## src/rtl/keypad_event_scanner.sv

```systemverilog
// Matrix keypad scanner: column strobe, ghost-rejecting single-key debounce,
//   press and auto-repeat events queued in a small first-word-fall-through FIFO.
// Latency: event reaches key_valid one clock after the debounce count expires.
//   Backpressure: a full queue with no key_ack drops the new event and sets sticky overflow.
// Ports: CLOCK_50/Reset (synchronous, active-low); col_drive strobes one column low;
//   row_sense returns active-low rows; repeat_en gates auto-repeat; key_ack pops
//   the head {key_code,key_rep} while key_valid; key_held marks a debounced key down.

// Event queue: FIFO_DEPTH x W storage, head readable combinationally.
// Latency: pushed word visible on valid the clock after the push.
// Backpressure: push while full without a pop is dropped and flagged in overflow.
module keypad_event_fifo #(
    parameter int W     = 5,
    parameter int DEPTH = 4
) (
    input  logic         CLOCK_50,
    input  logic         Reset,
    input  logic         push,
    input  logic [W-1:0] push_data,
    input  logic         pop,
    output logic [W-1:0] head_data,
    output logic         valid,
    output logic         overflow
);
    localparam int AW = (DEPTH > 1) ? $clog2(DEPTH) : 1;

    logic [W-1:0] mem [DEPTH];
    logic [AW:0]  wr_ptr, rd_ptr;
    logic         empty, full, do_pop, do_push;

    // The extra pointer bit tells a full queue from an empty one.
    assign empty   = (wr_ptr == rd_ptr);
    assign full    = (wr_ptr[AW] != rd_ptr[AW]) && (wr_ptr[AW-1:0] == rd_ptr[AW-1:0]);
    assign do_pop  = pop && !empty;
    // A same-clock pop frees the slot the push needs.
    assign do_push = push && (!full || do_pop);

    always_ff @(posedge CLOCK_50) begin
        if (!Reset) begin
            wr_ptr   <= '0;
            rd_ptr   <= '0;
            overflow <= 1'b0;
        end else begin
            if (do_push) wr_ptr <= wr_ptr + 1'b1;
            if (do_pop)  rd_ptr <= rd_ptr + 1'b1;
            if (push && !do_push) overflow <= 1'b1;
        end
    end

    always_ff @(posedge CLOCK_50) begin
        if (do_push) mem[wr_ptr[AW-1:0]] <= push_data;
    end

    // Storage is not reset, so the head is masked while empty.
    assign head_data = empty ? '0 : mem[rd_ptr[AW-1:0]];
    assign valid     = !empty;
endmodule

module keypad_event_scanner #(
    parameter int ROWS            = 4,
    parameter int COLS            = 4,
    parameter int SCAN_DIV        = 500,
    parameter int DEBOUNCE_CYCLES = 10000,
    parameter int REPEAT_DELAY    = 25000000,
    parameter int REPEAT_RATE     = 5000000,
    parameter int FIFO_DEPTH      = 4,
    localparam int CW = (ROWS * COLS > 1) ? $clog2(ROWS * COLS) : 1
) (
    input  logic            CLOCK_50,
    input  logic            Reset,
    output logic [COLS-1:0] col_drive,
    input  logic [ROWS-1:0] row_sense,
    input  logic            repeat_en,
    input  logic            key_ack,
    output logic [CW-1:0]   key_code,
    output logic            key_rep,
    output logic            key_valid,
    output logic            key_held,
    output logic            overflow
);
    localparam int CLW  = (COLS > 1) ? $clog2(COLS) : 1;
    localparam int RW   = (ROWS > 1) ? $clog2(ROWS) : 1;
    localparam int SDW  = $clog2(SCAN_DIV + 1);
    localparam int DBW  = $clog2(DEBOUNCE_CYCLES + 1);
    localparam int RMAX = (REPEAT_DELAY > REPEAT_RATE) ? REPEAT_DELAY : REPEAT_RATE;
    localparam int RPW  = $clog2(RMAX + 1);

    localparam logic [SDW-1:0] DIV_LAST  = SDW'(SCAN_DIV - 1);
    localparam logic [DBW-1:0] DEB_LAST  = DBW'(DEBOUNCE_CYCLES - 1);
    localparam logic [RPW-1:0] DLY_LAST  = RPW'(REPEAT_DELAY - 1);
    localparam logic [RPW-1:0] RATE_LAST = RPW'(REPEAT_RATE - 1);

    typedef enum logic [1:0] {IDLE, DEBOUNCE, HELD, REPEAT} state_t;

    logic [ROWS-1:0] rs_meta, rows_s;
    logic [CLW-1:0]  col;
    logic [SDW-1:0]  dcnt;
    logic [RW-1:0]   row_idx;
    logic            raw_vld, match;
    logic [CW-1:0]   raw_code;

    state_t          state_q, state_d;
    logic [CW-1:0]   code_q, code_d;
    logic [DBW-1:0]  cnt_q, cnt_d;
    logic [RPW-1:0]  rcnt_q, rcnt_d;
    logic            push, push_rep;
    logic [CW:0]     head;

    // Idle rows read high, so the synchroniser resets to all ones.
    always_ff @(posedge CLOCK_50) begin
        if (!Reset) begin
            rs_meta <= '1;
            rows_s  <= '1;
        end else begin
            rs_meta <= row_sense;
            rows_s  <= rs_meta;
        end
    end

    // Column strobe dwells SCAN_DIV clocks and freezes while any row is low.
    // SCAN_DIV must exceed the two-flop sync delay so a key found on the
    // new column freezes the scan before it moves on.
    always_ff @(posedge CLOCK_50) begin
        if (!Reset) begin
            col  <= '0;
            dcnt <= '0;
        end else if (&rows_s) begin
            if (dcnt == DIV_LAST) begin
                dcnt <= '0;
                col  <= (col == CLW'(COLS - 1)) ? '0 : col + 1'b1;
            end else begin
                dcnt <= dcnt + 1'b1;
            end
        end
    end

    assign col_drive = ~(COLS'(1) << col);

    always_comb begin
        row_idx = '0;
        for (int r = 0; r < ROWS; r++) begin
            if (!rows_s[r]) row_idx = RW'(r);
        end
    end

    // Zero or several low rows is ambiguous (ghosting) and reads as no key.
    assign raw_vld  = $onehot(~rows_s);
    assign raw_code = CW'(row_idx) * CW'(COLS) + CW'(col);
    assign match    = raw_vld && (raw_code == code_q);

    always_ff @(posedge CLOCK_50) begin
        if (!Reset) begin
            state_q <= IDLE;
            code_q  <= '0;
            cnt_q   <= '0;
            rcnt_q  <= '0;
        end else begin
            state_q <= state_d;
            code_q  <= code_d;
            cnt_q   <= cnt_d;
            rcnt_q  <= rcnt_d;
        end
    end

    // cnt_q is the press count in DEBOUNCE and the release count once held;
    // rcnt_q times the repeat delay in HELD and the repeat period in REPEAT.
    always_comb begin
        state_d  = state_q;
        code_d   = code_q;
        cnt_d    = cnt_q;
        rcnt_d   = rcnt_q;
        push     = 1'b0;
        push_rep = 1'b0;
        unique case (state_q)
            IDLE: begin
                if (raw_vld) begin
                    code_d  = raw_code;
                    cnt_d   = DEB_LAST;
                    state_d = DEBOUNCE;
                end
            end
            DEBOUNCE: begin
                if (!match) begin
                    state_d = IDLE;
                end else if (cnt_q == '0) begin
                    push    = 1'b1;
                    state_d = HELD;
                    cnt_d   = DEB_LAST;
                    rcnt_d  = '0;
                end else begin
                    cnt_d = cnt_q - 1'b1;
                end
            end
            HELD, REPEAT: begin
                // Any valid sample, even another key, keeps the key held.
                if (raw_vld)            cnt_d = DEB_LAST;
                else if (cnt_q != '0)   cnt_d = cnt_q - 1'b1;

                if (!raw_vld && cnt_q == '0) begin
                    state_d = IDLE;
                    cnt_d   = '0;
                    rcnt_d  = '0;
                end else if (!repeat_en) begin
                    state_d = HELD;
                    rcnt_d  = '0;
                end else if (rcnt_q == ((state_q == HELD) ? DLY_LAST : RATE_LAST)) begin
                    push     = 1'b1;
                    push_rep = 1'b1;
                    state_d  = REPEAT;
                    rcnt_d   = '0;
                end else begin
                    rcnt_d = rcnt_q + 1'b1;
                end
            end
            default: state_d = IDLE;
        endcase
    end

    assign key_held = (state_q == HELD) || (state_q == REPEAT);

    keypad_event_fifo #(
        .W     (CW + 1),
        .DEPTH (FIFO_DEPTH)
    ) u_fifo (
        .CLOCK_50  (CLOCK_50),
        .Reset     (Reset),
        .push      (push),
        .push_data ({code_q, push_rep}),
        .pop       (key_ack),
        .head_data (head),
        .valid     (key_valid),
        .overflow  (overflow)
    );

    assign key_code = head[CW:1];
    assign key_rep  = head[0];
endmodule

```

## config.mk

```make
export PLATFORM = sky130hd
export DESIGN_NAME = keypad_event_scanner
export DESIGN_NICKNAME = d
export VERILOG_FILES = /design/src/rtl/keypad_event_scanner.sv
export SDC_FILE = /design/constraint.sdc
export NUM_CORES = 1
export LEC_CHECK = 0
export BUFFER_PORTS_ARGS = -buffer_cell sky130_fd_sc_hd__buf_4
export CORE_MARGIN = 2
export CORE_UTILIZATION = 56
export CTS_CLUSTER_SIZE = 12
export DETAILED_ROUTE_END_ITERATION = 8
export PLACE_DENSITY = 0.8
export SYNTH_ARGS = -nofsm -noshare
export SYNTH_HDL_FRONTEND = slang
export SYNTH_SLANG_ARGS = --single-unit
```

## constraint.sdc

```tcl
create_clock -name CLOCK_50 -period 3.35 [get_ports CLOCK_50]
set_input_delay 0 -clock CLOCK_50 [delete_from_list [all_inputs] [get_ports CLOCK_50]]
set_output_delay 0 -clock CLOCK_50 [all_outputs]
set_load 0.02 [all_outputs]
```

==> metrics.md, run 1 <==
| Metric | Value |
|---|---|
| Outcome | `finished clean` |
| Most frequent cell after synthesis | `dfxtp_1` |
| Rel. slew slack | `37.34%` |
| Max cap viols | `0` |
| Crit. End Element | `flip-flop` |
| CTS Root Cell | `clkbuf_8` |
| Worst hold path class | `input port to flip-flop` |
| Max-slew violation count | `0` |
| Die width | `97.77 microns` |
| 1st-pass router iterations | `5` |
| GRT Overall Usage | `25.32%` |
| Setup bufs post-CTS | `0` |
| Clock tree from TritonCTS | `done` |
| CP arrival | `3.22 ns` |
| Synth warn | `0` |
| Final nets | `591` |
| Internal | `1.647 mW` |
| Worst IR drop on VDD | `0.2792 mV` |
| Synthesized area | `4923 sq um` |
| Worst skew pair latency | `0.38 ns` |
| Fin crit share | `93.04%` |
| Antenna diodes | `0` |
| Worst Setup Start Kind | `flip-flop` |
| Die ar. | `9558 sq um` |
| CTS Buf Count | `9` |
| Post-synth EDFFs | `20` |
| Clock Power Share | `32.0%` |
| Dpl cell area | `5248 sq um` |
| Initial drt markers | `286` |
| Flop pwr share | `51.9%` |
| H-tree Lvls | `3` |
| Vias in the first global route | `4031` |
| Vias post-DR | `4324` |
| FFs w/ async S/R, synth | `0%` |
| Worst-margin pin slew | `0.9389 ns` |
| I/O Buffers | `19` |
| Post-Route Setup TNS | `0 ns` |
| Cell area after layout | `5553 sq um` |
| Final Hold Violating Endpoints | `0` |
| Leakage | `2.005 nW` |
| Switching share of power | `31.07%` |
| Final wirelength | `11.74 mm` |
| Die H | `97.77 microns` |
| Cell taking the most area after synthesis | `dfxtp_1` |
| Top post-synthesis cells by area | `dfxtp_1 (30%), edfxtp_1 (12%), ha_1 (4.1%), nand2_1 (3.2%), nor2_1 (2.7%)` |
| Number of routed nets with antenna violations | `0` |
| Initial Utilization | `57.01%` |
| Final RePlAce weighted congestion | `0.8978` |
| Routed len/inst | `17.29 microns` |
| Core box area | `8636 sq um` |
| Post-synth top area share | `29.68%` |
| Worst Skew | `0.01202 ns` |
| Mapped Nets | `557` |
| # rows | `34` |
| Endpoints failing setup | `0` |
| Yosys reg bits | `93` |
| Gate power share | `16.1%` |
| Top Ports | `20` |
| Crit Path Max Fanout | `5` |
| Register area share after synthesis | `41.88%` |
| Fin crit period | `3.117 ns` |
| Mapped Cells | `532` |
| Clock Sink Count | `93` |
| Sw Pwr | `742.6 uW` |
| Pre-CTS setup slack | `0.2439 ns` |
| Share of layout cells above drive strength 1 | `11.38%` |
| Clk slew on worst S/H paths | `0.10 ns` |
| Unique masters post-synth | `67` |
| Clk buf depth | `2` |
| Dpl hpwl | `8.203 mm` |
| DRC viols | `0` |
| Synth top cells by count | `dfxtp_1 (73), nand2_1 (42), nor2_1 (35)` |
| CP Class | `flip-flop to flip-flop` |
| Synth Flop Type | `dfxtp_1` |
| WP data required | `3.45 ns` |
| Total grt overflow | `0` |
| First-pass GRT wire length | `19.71 mm` |
| DR vias/cell | `6.368` |
| Synth Area per Inst | `9.255 sq um` |
| Largest net degree at the start of global routing | `30` |
| Area delta synth->final | `12.78%` |
| Power Dens Cells | `430.4 nW/um^2` |
| Fmax | `320.9 MHz` |
| Fin worst setup slack | `0.2333 ns` |
| Antenna violations before repair | `0` |
flip-flops by register name, indices dropped and copies added (netlist names), named ones only:
name,count
code_q,4
u_fifo.wr_ptr,3
cnt_q,14
u_fifo.mem,20
rows_s,4
u_fifo.rd_ptr,3
col,2
state_q,2
rs_meta,4
rcnt_q,25
u_fifo.overflow,1
dcnt,9
worst max-delay path, stage by stage (launching register included):
cell	delay (ns)
dfxtp_1	0.36
fa_1	0.52
inv_1	0.05
ha_1	0.17
ha_1	0.28
or3b_2	0.48
nor3b_1	0.26
o2111a_1	0.23
a31oi_1	0.09
nor3b_1	0.22
buf_4	0.18
power by group through the flow:
stage	Combinational, mW	Sequential (mW)	Clock, mW
2_1_floorplan	0.277	1.25	0
3_3_place_gp	0.355	1.26	0
3_5_place_dp	0.369	1.26	0
4_1_cts	0.381	1.24	0.770
5_1_grt	0.433	1.25	0.809
6_report	0.385	1.24	0.764
layout make-up:
class / count / area, sq um
clock inverters: 7 / 76.32
fillers: 707 / 3083
clock buffers: 9 / 123.9
well taps: 108 / 135.1
inverters: 21 / 78.83
flip-flops and latches: 93 / 2062
multi-input cells: 393 / 2691
repair buffers: 48 / 385.4
cell usage in the layout, fill, tap and decap left out, types with 9 or more instances in the layout:
cell type,count
and2_1,9
xnor2_1,9
nor2_1,35
nor4_1,10
and3_1,10
nand4_1,20
ha_1,16
a21oi_1,18
dfxtp_1,73
or3_1,9
dlygate4sd3_1,10
nand2b_1,15
buf_4,38
nand3_1,22
a31oi_1,16
edfxtp_1,20
inv_1,21
xor2_1,14
clkbuf_8,9
nand2_1,42
nor3_1,15
o21ai_0,12
a211oi_1,10
layer usage:
layer	GRT usage, %	part of all wire [%]	up-vias
met5	0	0	-
met4	8.547	2.0	0
met3	3.865	5.7	26
met2	40.48	47	164
met1	35.45	45	2056
li1	-	-	2078
stage by stage:
stage          power [mW]  hold slack, ns  cells  util, %
2_1_floorplan       1.524          0.1015    532        -
3_3_place_gp        1.614          0.1841    653    60.77
3_5_place_dp        1.633          0.1861    653    60.77
4_1_cts             2.390         0.03276    679    64.24
5_1_grt             2.489         0.03917    679    64.30
6_report            2.390         0.04909    679    64.30
logic make-up (layout without fill, tap and decap cells):
| group | after synthesis | count (layout) | synth area share [%] |
|---|---|---|---|
| buffers and inverters | 46 | 85 | 3.558 |
| xor gates and xnor gates | 23 | 23 | 4.092 |
| and+or+nand+nor | 230 | 230 | 25.79 |
| muxes | 12 | 12 | 3.710 |
| adders and majority gates | 17 | 17 | 4.473 |
| AOI/OAI and AO/OA | 111 | 111 | 16.49 |
| DFF | 93 | 93 | 41.88 |
path summary, 6_finish.rpt:
check | endpoint | depth (start not counted) | slack [ns] | start
max | u_fifo.mem[1][2] | 10 | 0.23 | rows_s[1]
max reg2reg | u_fifo.mem[1][2] | 10 | 0.23 | rows_s[1]
min reg2reg | rows_s[2] | 1 | 0.42 | rs_meta[2]
min | state_q[0] | 4 | 0.05 | repeat_en
repair_timing:
| item | in CTS | in global routing |
|---|---|---|
| endpoints found under the setup margin | 0 | 5 |
| hold buffers | 10 | 0 |
| endpoints found under the hold margin | 10 | 0 |
| gates resized for setup | 0 | 1 |
(Power assumes the default switching activity.)
==> run 2: changes to the inputs <==
--- a/config.mk
+++ b/config.mk
@@ -6,11 +6,13 @@
 export NUM_CORES = 1
 export LEC_CHECK = 0
 export BUFFER_PORTS_ARGS = -buffer_cell sky130_fd_sc_hd__buf_4
+export CORE_ASPECT_RATIO = 1.1
 export CORE_MARGIN = 2
 export CORE_UTILIZATION = 56
 export CTS_CLUSTER_SIZE = 12
 export DETAILED_ROUTE_END_ITERATION = 8
 export PLACE_DENSITY = 0.8
+export SKIP_CTS_REPAIR_TIMING = 1
 export SYNTH_ARGS = -nofsm -noshare
 export SYNTH_HDL_FRONTEND = slang
 export SYNTH_SLANG_ARGS = --single-unit
==> metrics.md, run 2 (synthesis gave the netlist of run 1 again) <==
| Metric | Value |
|---|---|
| Outcome | `finished clean (unchanged)` |
| Leakage | `1.997 nW (was 2.005 nW)` |
| First-pass GRT wire length | `18.89 mm (was 19.71 mm)` |
| Antenna diodes | `0 (unchanged)` |
| CTS Root Cell | `clkbuf_8 (unchanged)` |
| H-tree Lvls | `3 (unchanged)` |
| Final nets | `589 (was 591)` |
| Pre-CTS setup slack | `0.2247 ns (was 0.2439 ns)` |
| Worst skew pair latency | `0.38 ns (about the same)` |
| Clock tree from TritonCTS | `done (unchanged)` |
| Max FFs per register | `25 (unchanged)` |
| Die width | `93.40 microns (was 97.77 microns)` |
| Dpl cells | `655 (was 653)` |
| Dpl cell area | `5244 sq um (was 5248 sq um)` |
| Worst Setup Start Kind | `flip-flop (unchanged)` |
| Final wirelength | `11.40 mm (was 11.74 mm)` |
| Fmax | `322.2 MHz (was 320.9 MHz)` |
| Max-slew violation count | `0 (unchanged)` |
| CP cell instances | `fa_1 > inv_1 > ha_1 > ha_1 > or3b_2 > buf_4 > a21oi_1 > a31oi_1 > nor3b_1 > buf_4 (was fa_1 > inv_1 > ha_1 > ha_1 > or3b_2 > nor3b_1 > o2111a_1 > a31oi_1 > nor3b_1 > buf_4)` |
| Worst reg2reg setup slack | `0.25 ns (was 0.23 ns)` |
| Crit Path Max Fanout | `9 (was 5)` |
| M1 wire length | `4.966 mm (was 5.317 mm)` |
| Rel. slew slack | `36.95% (was 37.34%)` |
| Fin worst setup slack | `0.2467 ns (was 0.2333 ns)` |
| Worst-margin pin slew | `0.9447 ns (was 0.9389 ns)` |
| CP arrival | `3.21 ns (was 3.22 ns)` |
| Clock Sink Count | `93 (unchanged)` |
| Worst Skew | `0.01575 ns (was 0.01202 ns)` |
| Clk slew on worst S/H paths | `0.10 ns (about the same)` |
| Core box area | `8452 sq um (was 8636 sq um)` |
| Fin crit share | `92.64% (was 93.04%)` |
| # rows | `35 (was 34)` |
| Initial Utilization | `58.25% (was 57.01%)` |
| Biggest register | `rcnt_q (unchanged)` |
| Total grt overflow | `0 (unchanged)` |
| Area delta synth->final | `12.55% (was 12.78%)` |
| Uppermost layer routed | `met4 (unchanged)` |
| Worst hold path class | `input port to flip-flop (unchanged)` |
| Final Hold Violating Endpoints | `0 (unchanged)` |
| CP Class | `flip-flop to flip-flop (unchanged)` |
| GRT Overall Usage | `24.84% (was 25.32%)` |
| WP data required | `3.46 ns (was 3.45 ns)` |
| Max cap viols | `0 (unchanged)` |
| Largest net degree at the start of global routing | `30 (unchanged)` |
| Most common cell after layout, fill and taps aside | `dfxtp_1 (unchanged)` |
| Number of fill cells | `697 (was 707)` |
| 1st-pass router iterations | `5 (unchanged)` |
| Highest-count cells in the layout ignoring fill and taps | `dfxtp_1 (73), nand2_1 (42), buf_4 (37) (was dfxtp_1 (73), nand2_1 (42), buf_4 (38))` |
| Crit. End Element | `flip-flop (unchanged)` |
| Endpoints failing setup | `0 (unchanged)` |
| Non-filler cells in the finished layout | `680 (was 679)` |
| Die H | `102.3 microns (was 97.77 microns)` |
| Power Dens Cells | `428.9 nW/um^2 (was 430.4 nW/um^2)` |
| Final RePlAce weighted congestion | `0.9516 (was 0.8978)` |
| Slowest stage delay, CP | `0.54 ns (was 0.52 ns)` |
| Vias in the first global route | `4013 (was 4031)` |
| CTS Buf Count | `9 (unchanged)` |
| Fin util | `65.57% (was 64.30%)` |
| DRC viols | `0 (unchanged)` |
| Vias post-DR | `4316 (was 4324)` |
| Cell area after layout | `5542 sq um (was 5553 sq um)` |
| DR vias/cell | `6.347 (was 6.368)` |
| Clk buf depth | `2 (unchanged)` |
| Met3 wire length | `645 microns (was 671 microns)` |
| Slowest cell on the critical path | `fa_1 (unchanged)` |
| Delay-heaviest family, CP | `adder cells (unchanged)` |
| Top Ports | `20 (unchanged)` |
| Antenna violations before repair | `0 (unchanged)` |
| Worst IR drop on VDD | `0.2796 mV (was 0.2792 mV)` |
| Initial drt markers | `354 (was 286)` |
| I/O Buffers | `19 (unchanged)` |
| Share of layout cells above drive strength 1 | `11.42% (was 11.38%)` |
| Dpl hpwl | `8.049 mm (was 8.203 mm)` |
| Buf+Inv Stages, Crit Path | `3 (was 2)` |
| Die ar. | `9559 sq um (was 9558 sq um)` |
| Fin crit period | `3.103 ns (was 3.117 ns)` |
| Routed len/inst | `16.76 microns (was 17.29 microns)` |
| Number of routed nets with antenna violations | `0 (unchanged)` |
| RSZ-0062 raised after global routing | `false` |
| WL met2 | `5.593 mm (was 5.513 mm)` |
run 2: cell count changes in the layout (fill, tap and decap cells not counted):
cell | previous run | this run
buf_4 | 38 | 37
dlygate4sd3_1 | 10 | 9
inv_6 | 1 | 2
inv_8 | 3 | 2
nor3b_1 | 8 | 7
nor3b_2 | 1 | 2
run 2: area by class of cell:
type / count / area (sq um) / area share (%)
clock inverter: 7 / 73.82 / 1.332
timing repair buffer: 46 / 367.9 / 6.638
multi-input combinational: 393 / 2696 / 48.66
tap: 111 / 138.9 / 2.506
inverter: 21 / 78.83 / 1.422
clock buffer: 9 / 123.9 / 2.235
sequential: 93 / 2062 / 37.21
run 2: power by group:
group | internal (mW) | switching (mW) | leakage [nW] | total, mW
Combinational | 0.164 | 0.226 | 1.12 | 0.390
Sequential | 1.19 | 0.0537 | 0.778 | 1.24
Clock | 0.294 | 0.453 | 0.101 | 0.747
run 2: path summary, 6_finish.rpt:
path                            to  cells after the start        from
hold reg to reg          rows_s[0]                      1  rs_meta[0]
setup / recovery  u_fifo.mem[2][1]                     10   rows_s[0]
setup reg to reg  u_fifo.mem[2][1]                     10   rows_s[0]
hold / removal          state_q[0]                      4   repeat_en
run 2: through the flow:
stage | TNS, ns | hold WS, ns | power, mW
3_5_place_dp | 0 | 0.1852 | 1.636
2_1_floorplan | -2.291 | 0.1015 | 1.524
4_1_cts | 0 | -0.2056 | 2.369
3_3_place_gp | 0 | 0.1832 | 1.615
6_report | 0 | 0.04025 | 2.377
5_1_grt | 0 | 0.09732 | 2.484
run 2: routing by layer:
metal	GRT usage, %	up-vias
met2	42.00	158
met4	9.050	0
met1	32.03	2063
met3	4.499	21
met5	0	-
li1	-	2074
run 2: worst reg2reg max path, cell delays in order, from the launching register on:
cell and delay, ns:
dfxtp_1 0.34, fa_1 0.54, inv_1 0.04, ha_1 0.17, ha_1 0.28, or3b_2 0.49, buf_4 0.19, a21oi_1 0.17
a31oi_1 0.21, nor3b_1 0.24, buf_4 0.17
==> run 3: changes to the inputs <==
--- a/config.mk
+++ b/config.mk
@@ -8,11 +8,12 @@
 export BUFFER_PORTS_ARGS = -buffer_cell sky130_fd_sc_hd__buf_4
 export CORE_ASPECT_RATIO = 1.1
 export CORE_MARGIN = 2
-export CORE_UTILIZATION = 56
+export CORE_UTILIZATION = 55
 export CTS_CLUSTER_SIZE = 12
 export DETAILED_ROUTE_END_ITERATION = 8
-export PLACE_DENSITY = 0.8
+export PLACE_DENSITY = 0.79
 export SKIP_CTS_REPAIR_TIMING = 1
 export SYNTH_ARGS = -nofsm -noshare
 export SYNTH_HDL_FRONTEND = slang
+export SYNTH_HIERARCHICAL = 1
 export SYNTH_SLANG_ARGS = --single-unit
==> metrics.md, run 3 <==
| Metric | Value |
|---|---|
| Post-synth top area share | `31.89% (was 29.68%)` |
| Clk slew on worst S/H paths | `0.09 ns (was 0.10 ns)` |
| I/O Buffers | `19 (unchanged)` |
| Post-synth EDFFs | `20 (unchanged)` |
| Number of fill cells | `682 (was 697)` |
| Power Dens Cells | `456.5 nW/um^2 (was 428.9 nW/um^2)` |
| Worst-margin pin slew | `0.9519 ns (was 0.9447 ns)` |
| Clock tree from TritonCTS | `done (unchanged)` |
| Top Ports | `20 (unchanged)` |
| Largest net degree at the start of global routing | `33 (was 30)` |
| Vias post-DR | `3607 (was 4316)` |
| Most frequent cell after synthesis | `dfxtp_1 (unchanged)` |
| Share of layout cells above drive strength 1 | `12.07% (was 11.42%)` |
| Routed len/inst | `14.52 microns (was 16.76 microns)` |
| FFs w/ async S/R, synth | `0% (unchanged)` |
| Fin crit period | `2.951 ns (was 3.103 ns)` |
| DR vias/cell | `5.725 (was 6.347)` |
| Dpl cell area | `4838 sq um (was 5244 sq um)` |
| Synth Area per Inst | `9.353 sq um (was 9.255 sq um)` |
| Crit. End Element | `flip-flop (unchanged)` |
| Cell taking the most area after synthesis | `dfxtp_1 (unchanged)` |
| Max cap viols | `0 (unchanged)` |
| Final Hold Violating Endpoints | `0 (unchanged)` |
| Fmax | `338.8 MHz (was 322.2 MHz)` |
| # rows | `34 (was 35)` |
| Post-Route Setup TNS | `0 ns (unchanged)` |
| Die ar. | `9080 sq um (was 9559 sq um)` |
| Dpl hpwl | `6.406 mm (was 8.049 mm)` |
| Area delta synth->final | `11.38% (was 12.55%)` |
| Max-slew violation count | `0 (unchanged)` |
| RR Startpoint | `rows_s[0] (unchanged)` |
| Final wirelength | `9.150 mm (was 11.40 mm)` |
| Crit Path Max Fanout | `14 (was 9)` |
| Initial Utilization | `57.31% (was 58.25%)` |
| GRT Overall Usage | `20.68% (was 24.84%)` |
| Initial drt markers | `150 (was 354)` |
| Unique masters post-synth | `67 (unchanged)` |
| Max FFs per register | `25 (unchanged)` |
| Worst hold start | `key_ack (was repeat_en)` |
| CP Class | `flip-flop to flip-flop (unchanged)` |
| CP arrival | `3.02 ns (was 3.21 ns)` |
| DRC viols | `0 (unchanged)` |
| CTS Root Cell | `clkbuf_8 (unchanged)` |
| R2R depth | `11 (was 10)` |
| Worst IR drop on VDD | `0.2219 mV (was 0.2796 mV)` |
| H-tree Lvls | `3 (unchanged)` |
| Crit path launch | `rows_s[0] (unchanged)` |
| Antenna diodes | `0 (unchanged)` |
| Final RePlAce weighted congestion | `0.8458 (was 0.9516)` |
| RSZ-0062 raised after global routing | `false (unchanged)` |
| Yosys reg bits | `93 (unchanged)` |
| First-pass GRT wire length | `15.43 mm (was 18.89 mm)` |
| Synth Flop Type | `dfxtp_1 (unchanged)` |
| Synth top cells by count | `dfxtp_1 (73), nand2_1 (47), nor2_1 (39) (was dfxtp_1 (73), nand2_1 (42), nor2_1 (35))` |
| Antenna violations before repair | `0 (unchanged)` |
| Cell area after layout | `5105 sq um (was 5542 sq um)` |
| Core box area | `7998 sq um (was 8452 sq um)` |
| Most common cell after layout, fill and taps aside | `dfxtp_1 (unchanged)` |
| Die width | `91.04 microns (was 93.40 microns)` |
| Worst skew pair latency | `0.36 ns (was 0.38 ns)` |
| Vias in the first global route | `3369 (was 4013)` |
| Hold-critical path depth | `4 (unchanged)` |
| Clock Sink Count | `93 (unchanged)` |
| Rel. slew slack | `36.54% (was 36.95%)` |
| Top post-synthesis cells by area | `dfxtp_1 (32%), edfxtp_1 (13%), ha_1 (4.1%), nand2_1 (3.8%), nor2_1 (3.2%) (was dfxtp_1 (30%), edfxtp_1 (12%), ha_1 (4.1%), nand2_1 (3.2%), nor2_1 (2.7%))` |
| Biggest register | `rcnt_q (unchanged)` |
| Worst hold path class | `input port to flip-flop (unchanged)` |
| Mapped Nets | `514 (was 557)` |
| CTS Buf Count | `9 (unchanged)` |
| Worst r2r dst | `u_fifo/mem[1][4] (was u_fifo.mem[2][1])` |
| Worst Setup Start Kind | `flip-flop (unchanged)` |
| Synthesized area | `4583 sq um (was 4923 sq um)` |
| Worst Skew | `0.01247 ns (was 0.01575 ns)` |
| Worst reg2reg setup slack | `0.40 ns (was 0.25 ns)` |
| Register area share after synthesis | `44.99% (was 41.88%)` |
| Mapped Cells | `490 (was 532)` |
| Worst Hold Path EP | `u_fifo/overflow (was state_q[0])` |
| Clk buf depth | `2 (unchanged)` |
| Endpoints failing setup | `0 (unchanged)` |
| Number of routed nets with antenna violations | `0 (unchanged)` |
| Final nets | `541 (was 589)` |
| Fin crit share | `88.10% (was 92.64%)` |
| Outcome | `finished clean (unchanged)` |
| 1st-pass router iterations | `4 (was 5)` |
| Highest-count cells in the layout ignoring fill and taps | `dfxtp_1 (73), nand2_1 (47), nor2_1 (39) (was dfxtp_1 (73), nand2_1 (42), buf_4 (37))` |
| WP data required | `3.42 ns (was 3.46 ns)` |
| Fin util | `63.83% (was 65.57%)` |
| Leakage | `1.974 nW (was 1.997 nW)` |
| Synth warn | `6 (was 0)` |
| Total grt overflow | `0 (unchanged)` |
| Die H | `99.74 microns (was 102.3 microns)` |
run 3: worst max-delay path: stages (launching register included):
cell      delay [ns]
dfxtp_1         0.34
fa_1            0.55
inv_1           0.04
ha_1            0.18
ha_1            0.27
nor3b_1         0.19
buf_4           0.21
o211ai_2        0.12
nor2b_1         0.16
nand2b_1        0.17
o41a_4          0.21
and2_2          0.22
run 3: metal layers:
layer	vias up	share of wire, %	global-route usage (%)
li1	1822	-	-
met1	1722	44	25.41
met2	56	52	36.58
met3	7	3.1	4.470
met4	0	1.1	6.061
met5	-	0	0
run 3: through the flow:
| stage | power, mW | setup slack, ns | hold WS, ns | instances |
|---|---|---|---|---|
| after global routing | 2.442 | 0.1874 | 0.04013 | 630 |
| after global placement | 1.577 | 0.4854 | 0.1834 | 607 |
| after detailed placement | 1.590 | 0.4320 | 0.1870 | 607 |
| after CTS | 2.336 | 0.3889 | -0.1936 | 623 |
| after floorplan | 1.512 | 0.3026 | 0.1015 | 490 |
| final | 2.331 | 0.3987 | 0.02837 | 630 |
run 3: layout make-up:
class,instances,area (sq um),area share (%)
multi-input cells,357,2352,46.08
inverters,21,78.83,1.544
flip-flops and latches,93,2062,40.39
clock inverters,6,68.82,1.348
clock buffers,10,127.6,2.500
repair buffers,35,280.3,5.490
well taps,108,135.1,2.647
run 3: cell families (layout without fill, tap and decap cells):
kind of cell    Yosys count  after routing  synth area share, %
buf+inv                  40             72                3.795
fa+ha+maj                16             16                4.532
xor+xnor                 21             21                4.013
simple gates            209            209                23.67
mux                       9              9                3.331
compound gates          102            102                15.67
flops                    93             93                44.99
run 3: power breakdown:
group / switching, mW / internal (mW) / total, mW
combinational: 0.213 / 0.147 / 0.360
sequential: 0.0369 / 1.18 / 1.22
clock: 0.404 / 0.351 / 0.754
total: 0.654 / 1.68 / 2.33
run 3: worst max path at each step:
stage / end / slack (ns) / cells after the start
6_report: u_fifo/mem[1][4] / 0.40 / 11
3_5_place_dp: u_fifo/mem[1][1] / 0.43 / 11
5_1_grt: rcnt_q[22] / 0.19 / 12
2_1_floorplan: u_fifo/mem[2][0] / 0.30 / 11
3_3_place_gp: u_fifo/mem[1][1] / 0.49 / 11
4_1_cts: u_fifo/mem[1][1] / 0.39 / 11
